File: src/rtl/otter_pkg.sv
// Shared PC-redirect types and constants.
// Used by the return-address stack and its neighbours.
package otter_pkg;

    localparam int ADDR_W = 10;

    localparam logic [ADDR_W-1:0] RESET_VECTOR = '0;

    typedef logic [ADDR_W-1:0] pc_addr_t;

    typedef enum logic [1:0] {
        RD_NONE,
        RD_CALL,
        RD_RET,
        RD_BR
    } redirect_src_t;

endpackage

File: src/rtl/pc_call_stack_if.sv
// Request/redirect bundle between decode/branch logic and the PC.
// The master drives requests; the slave (stack) drives the redirect.
interface pc_call_stack_if #(
    parameter int ADDR_W = otter_pkg::ADDR_W,
    parameter int DEPTH  = 8
);
    localparam int CW = $clog2(DEPTH) + 1;

    logic [ADDR_W-1:0] PC_CUR;
    logic              CALL;
    logic [ADDR_W-1:0] CALL_TGT;
    logic              RET;
    logic              BR_TAKEN;
    logic [ADDR_W-1:0] BR_TGT;
    logic              PC_LD;
    logic [ADDR_W-1:0] PC_DATA;
    logic [CW-1:0]     COUNT;
    logic              FULL;
    logic              EMPTY;
    logic              OVF;
    logic              UNF;

    modport master (
        output PC_CUR, CALL, CALL_TGT, RET, BR_TAKEN, BR_TGT,
        input  PC_LD, PC_DATA, COUNT, FULL, EMPTY, OVF, UNF
    );

    modport slave (
        input  PC_CUR, CALL, CALL_TGT, RET, BR_TAKEN, BR_TGT,
        output PC_LD, PC_DATA, COUNT, FULL, EMPTY, OVF, UNF
    );

endinterface

File: src/rtl/pc_call_stack_ras_mem.sv
// Return-address storage: one synchronous write port and an
// asynchronous read port; contents are intentionally not reset.
module pc_call_stack_ras_mem #(
    parameter int ADDR_W = 10,
    parameter int DEPTH  = 8,
    localparam int PW    = $clog2(DEPTH)
) (
    input  logic              clk,
    input  logic              we,
    input  logic [PW-1:0]     waddr,
    input  logic [ADDR_W-1:0] wdata,
    input  logic [PW-1:0]     raddr,
    output logic [ADDR_W-1:0] rdata
);

    logic [ADDR_W-1:0] mem_q [DEPTH];

    always_ff @(posedge clk) begin
        if (we) begin
            mem_q[waddr] <= wdata;
        end
    end

    assign rdata = mem_q[raddr];

endmodule

File: src/rtl/pc_call_stack.sv
// PC redirect source with a circular hardware return-address stack.
// Priority is CALL > RET > BR_TAKEN; outputs are same-cycle.
module pc_call_stack #(
    parameter int ADDR_W = otter_pkg::ADDR_W,
    parameter int DEPTH  = 8
) (
    input logic          clk,
    input logic          RST,
    pc_call_stack_if.slave bus
);
    import otter_pkg::*;

    localparam int PW = $clog2(DEPTH);
    localparam int CW = PW + 1;
    localparam logic [CW-1:0] CNT_MAX = CW'(DEPTH);

    redirect_src_t     src;
    logic              call_req;
    logic              ret_req;
    logic              br_req;

    logic [PW-1:0]     top_q, top_d;
    logic [CW-1:0]     count_q, count_d;
    logic              ovf_q, ovf_d;
    logic              unf_q, unf_d;

    logic [PW-1:0]     top_inc;
    logic [ADDR_W-1:0] ret_addr;
    logic [ADDR_W-1:0] mem_rdata;
    logic              mem_we;
    logic              full;
    logic              empty;
    logic              pc_ld;
    logic [ADDR_W-1:0] pc_data;

    assign full     = (count_q == CNT_MAX);
    assign empty    = (count_q == '0);
    assign top_inc  = top_q + 1'b1;
    assign ret_addr = bus.PC_CUR + 1'b1;

    // Masked so the one-hot select stays truly unique.
    assign call_req = bus.CALL;
    assign ret_req  = bus.RET & ~bus.CALL;
    assign br_req   = bus.BR_TAKEN & ~bus.CALL & ~bus.RET;

    always_comb begin
        src = RD_NONE;
        if (!RST) begin
            unique case (1'b1)
                call_req: src = RD_CALL;
                ret_req:  src = RD_RET;
                br_req:   src = RD_BR;
                default:  src = RD_NONE;
            endcase
        end
    end

    always_comb begin
        top_d   = top_q;
        count_d = count_q;
        ovf_d   = ovf_q;
        unf_d   = unf_q;
        mem_we  = 1'b0;
        pc_ld   = 1'b0;
        pc_data = '0;

        unique case (src)
            RD_CALL: begin
                pc_ld   = 1'b1;
                pc_data = bus.CALL_TGT;
                mem_we  = 1'b1;
                top_d   = top_inc;
                if (full) begin
                    ovf_d = 1'b1;
                end else begin
                    count_d = count_q + 1'b1;
                end
            end
            RD_RET: begin
                pc_ld = 1'b1;
                if (empty) begin
                    pc_data = ADDR_W'(RESET_VECTOR);
                    unf_d   = 1'b1;
                end else begin
                    pc_data = mem_rdata;
                    top_d   = top_q - 1'b1;
                    count_d = count_q - 1'b1;
                end
            end
            RD_BR: begin
                pc_ld   = 1'b1;
                pc_data = bus.BR_TGT;
            end
            default: begin
                pc_ld = 1'b0;
            end
        endcase

        if (RST) begin
            top_d   = '0;
            count_d = '0;
            ovf_d   = 1'b0;
            unf_d   = 1'b0;
        end
    end

    always_ff @(posedge clk) begin
        top_q   <= top_d;
        count_q <= count_d;
        ovf_q   <= ovf_d;
        unf_q   <= unf_d;
    end

    pc_call_stack_ras_mem #(
        .ADDR_W (ADDR_W),
        .DEPTH  (DEPTH)
    ) u_mem (
        .clk   (clk),
        .we    (mem_we),
        .waddr (top_inc),
        .wdata (ret_addr),
        .raddr (top_q),
        .rdata (mem_rdata)
    );

    assign bus.PC_LD   = pc_ld;
    assign bus.PC_DATA = pc_data;
    assign bus.COUNT   = count_q;
    assign bus.FULL    = full;
    assign bus.EMPTY   = empty;
    assign bus.OVF     = ovf_q;
    assign bus.UNF     = unf_q;

endmodule

File: src/flat_wrapper.sv
// flat-port wrapper written by rule: the top's interface ports become plain ports
module pc_call_stack_flat import otter_pkg::*;
#(
    parameter int ADDR_W = otter_pkg::ADDR_W,
    parameter int DEPTH  = 8
)
  (clk, RST, bus_PC_CUR, bus_CALL, bus_CALL_TGT, bus_RET, bus_BR_TAKEN, bus_BR_TGT, bus_PC_LD, bus_PC_DATA, bus_COUNT, bus_FULL, bus_EMPTY, bus_OVF, bus_UNF);
  pc_call_stack_if #(.ADDR_W(ADDR_W), .DEPTH(DEPTH)) bus_i ();
  input logic clk;
  input logic RST;
  input wire logic [$bits(bus_i.PC_CUR)-1:0] bus_PC_CUR;
  input wire logic [$bits(bus_i.CALL)-1:0] bus_CALL;
  input wire logic [$bits(bus_i.CALL_TGT)-1:0] bus_CALL_TGT;
  input wire logic [$bits(bus_i.RET)-1:0] bus_RET;
  input wire logic [$bits(bus_i.BR_TAKEN)-1:0] bus_BR_TAKEN;
  input wire logic [$bits(bus_i.BR_TGT)-1:0] bus_BR_TGT;
  output wire logic [$bits(bus_i.PC_LD)-1:0] bus_PC_LD;
  output wire logic [$bits(bus_i.PC_DATA)-1:0] bus_PC_DATA;
  output wire logic [$bits(bus_i.COUNT)-1:0] bus_COUNT;
  output wire logic [$bits(bus_i.FULL)-1:0] bus_FULL;
  output wire logic [$bits(bus_i.EMPTY)-1:0] bus_EMPTY;
  output wire logic [$bits(bus_i.OVF)-1:0] bus_OVF;
  output wire logic [$bits(bus_i.UNF)-1:0] bus_UNF;
  assign bus_i.PC_CUR = bus_PC_CUR;
  assign bus_i.CALL = bus_CALL;
  assign bus_i.CALL_TGT = bus_CALL_TGT;
  assign bus_i.RET = bus_RET;
  assign bus_i.BR_TAKEN = bus_BR_TAKEN;
  assign bus_i.BR_TGT = bus_BR_TGT;
  assign bus_PC_LD = bus_i.PC_LD;
  assign bus_PC_DATA = bus_i.PC_DATA;
  assign bus_COUNT = bus_i.COUNT;
  assign bus_FULL = bus_i.FULL;
  assign bus_EMPTY = bus_i.EMPTY;
  assign bus_OVF = bus_i.OVF;
  assign bus_UNF = bus_i.UNF;
  pc_call_stack #(.ADDR_W(ADDR_W), .DEPTH(DEPTH)) u_core (.clk(clk), .RST(RST), .bus(bus_i));
endmodule
File: config.mk
export PLATFORM = sky130hd
export DESIGN_NAME = pc_call_stack_flat
export DESIGN_NICKNAME = d
export VERILOG_FILES = /design/src/rtl/otter_pkg.sv /design/src/rtl/pc_call_stack_if.sv /design/src/rtl/pc_call_stack_ras_mem.sv /design/src/rtl/pc_call_stack.sv /design/src/flat_wrapper.sv
export SDC_FILE = /design/constraint.sdc
export NUM_CORES = 1
export LEC_CHECK = 0
export ABC_AREA = 1
export BUFFER_PORTS_ARGS = -buffer_cell sky130_fd_sc_hd__buf_2
export CELL_PAD_IN_SITES_DETAIL_PLACEMENT = 1
export CELL_PAD_IN_SITES_GLOBAL_PLACEMENT = 2
export CORE_UTILIZATION = 40
export CTS_CLUSTER_SIZE = 40
export DETAILED_ROUTE_END_ITERATION = 16
export PLACE_DENSITY = 0.83
export REMOVE_ABC_BUFFERS = 1
export SYNTH_ARGS = -nofsm -noshare
export SYNTH_HDL_FRONTEND = slang
export SYNTH_SLANG_ARGS = --single-unit
File: constraint.sdc
create_clock -name clk -period 5.5 [get_ports clk]
set_input_delay 1.375 -clock clk [delete_from_list [all_inputs] [get_ports clk]]
set_output_delay 1.375 -clock clk [all_outputs]
set_load 0.03 [all_outputs]
==> summary.md <==
| Metric | Value |
|---|---|
| Status | `finished, final reports clean` |
| Ys async rst share | `0` |
| Diodes inserted | `0` |
| Post-synth EDFFs | `80` |
| GPL Wtd Cong | `0.805` |
| Final Core Density | `0.475` |
| Pins Over Slew Limit | `0` |
| First-pass GRT wire length | `16,400 um` |
| Number of core rows | `36` |
| Worst EP required | `4120 ps` |
| Num CTS Buffers | `9` |
| Post-CTS sizing | `0` |
| Fmax | `230 MHz` |
| Leak | `1.75 nW` |
| Critical Path, Cell by Cell | `buf_2 > nor2_2 > nand2_4 > nor2_2 > o211ai_1 > nand3_1 > buf_2` |
| Crit path max-delay family | `simple AND/OR/NAND/NOR gates` |
| Synth cell types | `24` |
| Post-CTS Hold Fix Bufs | `0` |
| Tot GR Track Use | `0.223` |
| Setup bufs post-CTS | `0` |
| Slowest CP cell | `nor2_2` |
| Yosys warns | `0` |
| Crit Path Class | `input port to primary output` |
| Vias | `2,964` |
| Port bufs | `53` |
| Synth Flop Type | `edfxtp_1` |
| Startpoint class of the critical path | `input port` |
| H-tree depth reported by CTS | `3` |
| Final hold vios | `0` |
| Total Wirelength | `10,700 um` |
| Die X | `102 um` |
| Worst path bufs/invs | `2` |
| Largest net degree at the start of global routing | `42` |
| Post-synthesis sequential area ratio | `0.655` |
| Vias in the first global route | `3,028` |
| Worst vdd ir | `0.000123 V` |
| IO Count | `54` |
| DRC | `0` |
| Routed len/inst | `18.8 um` |
| Later-pin clock latency in the skew report | `360 ps` |
| Hpwl dp | `7120 um` |
| Clock Sinks | `92` |
| Pwr dens | `309 nW/um^2` |
| Number of antenna violations at the first check in global routing | `0` |
| Core area | `9770 um^2` |
| Clock Skew | `6.70 ps` |
| Final setup viols | `0` |
| Clk root buf | `clkbuf_8` |
| Area leader, netlist | `edfxtp_1` |
| Die H | `102 um` |
| Antenna viol nets, final | `0` |
| TNS Setup | `0 ps` |
| Initial drt markers | `101` |
| Synth-to-Final Area Change | `15.1%` |
| Via/cell ratio | `5.24` |
| Total grt overflow | `0` |
| Register bit total from synthesis | `92` |
| CTS clock-pin slew for the worst setup and hold paths | `80 ps` |
| Avg Inst Size Synth | `10.8 um^2` |
| Initial Util | `0.413` |
| Worst slew margin | `0.228` |
| Post-Syn Instances | `372` |
| Synth top area share | `0.596` |
| Final nets | `468` |
| Worst min path class | `flop to flop` |
| DR pass1 iterations | `4` |
| Max Root-Sink Buffers | `2` |
| Final period util | `0.790` |
| Top cells by area, synth | `edfxtp_1, dfxtp_1, nor2_1` |
| Slew @ Worst Pin | `1150 ps` |
| DIE AREA | `10,500 um^2` |
| CP Max Fanout | `10` |
| Minimum clock period | `4340 ps` |
| CTS tree | `done` |
| Share of cells above drive strength 1 | `0.187` |
| Max cap viols | `0` |
| Synth top cells by count | `edfxtp_1, nor2_1, nand2_1, o21ai_0, inv_1` |
| CP Capture Type | `primary output` |
| Slowest stage delay, CP | `590 ps` |
| RSZ-0062 raised after global routing | `false` |
| Most common cell in the netlist | `edfxtp_1` |
| Syn Std Cell Area | `4030 um^2` |
| Critical path arrival | `2970 ps` |
cell families (layout without fill, tap and decap cells):
family	after synthesis	after routing	share of synthesized area
AO/OA/AOI/OAI	86	86	0.126
buffers and inverters	40	101	0.0379
flip-flops	92	92	0.655
AND/OR/NAND/NOR	138	138	0.142
XOR/XNOR	12	12	0.0261
adder cells (fa/ha/maj)	4	4	0.0124
path summary, 6_finish.rpt:
path,from,endpoint,slack (ps),cells past startpoint
setup / recovery,RST,bus_PC_DATA[7],1160,7
hold / removal,u_core.bus.OVF,u_core.bus.OVF,450,2
setup reg to reg,u_core.top_q[0],u_core.u_mem.mem_q[6][3],3260,4
hold reg to reg,u_core.bus.OVF,u_core.bus.OVF,450,2
stage by stage:
step / cells / power (mW) / area [um^2] / worst slack [ps] / hold WS [ps]
floorplan: 358 / 0.934 / 3980 / 1800 / 485
global placement: 551 / 1.01 / 4460 / 1190 / 435
detailed placement: 551 / 1.02 / 4460 / 1120 / 442
CTS: 566 / 1.45 / 4640 / 1120 / 459
global route: 566 / 1.49 / 4640 / 1020 / 492
finish: 566 / 1.43 / 4640 / 1160 / 452
layer usage:
layer | up-vias | wire length, um | global-route usage
met5 | - | 0 | 0
met4 | 0 | 160 | 0.0956
met3 | 12 | 361 | 0.0328
met2 | 60 | 5490 | 0.374
met1 | 1467 | 4650 | 0.289
li1 | 1425 | - | -
final cells by class:
cell class,count,area [um^2]
fill,1101,5130
sequential,92,2640
multi-input combinational,240,1240
timing repair buffer,60,318
tap,133,166
clock buffer,10,128
inverter,26,97.6
clock inverter,5,53.8
worst min-delay path, stage by stage (launching register included):
cell and delay, ps:
dfxtp_1 310, nand2_1 60, nand2_1 40
placed cells by master, fill, tap and decap left out, types with 3 or more instances in the layout:
master,netlist,layout
a21oi_1,7,7
nor2_1,64,64
ha_1,4,4
clkinv_1,1,3
buf_2,2,53
edfxtp_1,80,80
buf_4,0,7
o22ai_1,9,9
dfxtp_1,12,12
nand3_1,20,20
clkbuf_8,0,9
inv_1,22,22
o21ai_0,46,46
xnor2_1,6,6
inv_2,3,3
o211ai_1,19,19
nand2_1,47,47
xor2_1,6,6
flip-flops by register name (all words and copies together) (netlist names), named ones only:
signal	cells
u_core.bus.UNF	1
u_core.u_mem.mem_q	80
u_core.bus.OVF	1
u_core.top_q	3
u_core.bus.COUNT	4
report_power, final:
| part | leakage [nW] | internal, mW | total (mW) | switching (mW) |
|---|---|---|---|---|
| sequential | 0.821 | 0.781 | 0.790 | 0.00875 |
| clock | 0.0874 | 0.206 | 0.437 | 0.231 |
| combinational | 0.842 | 0.0607 | 0.206 | 0.145 |
Note: power is estimated with default switching activity, not from simulation.
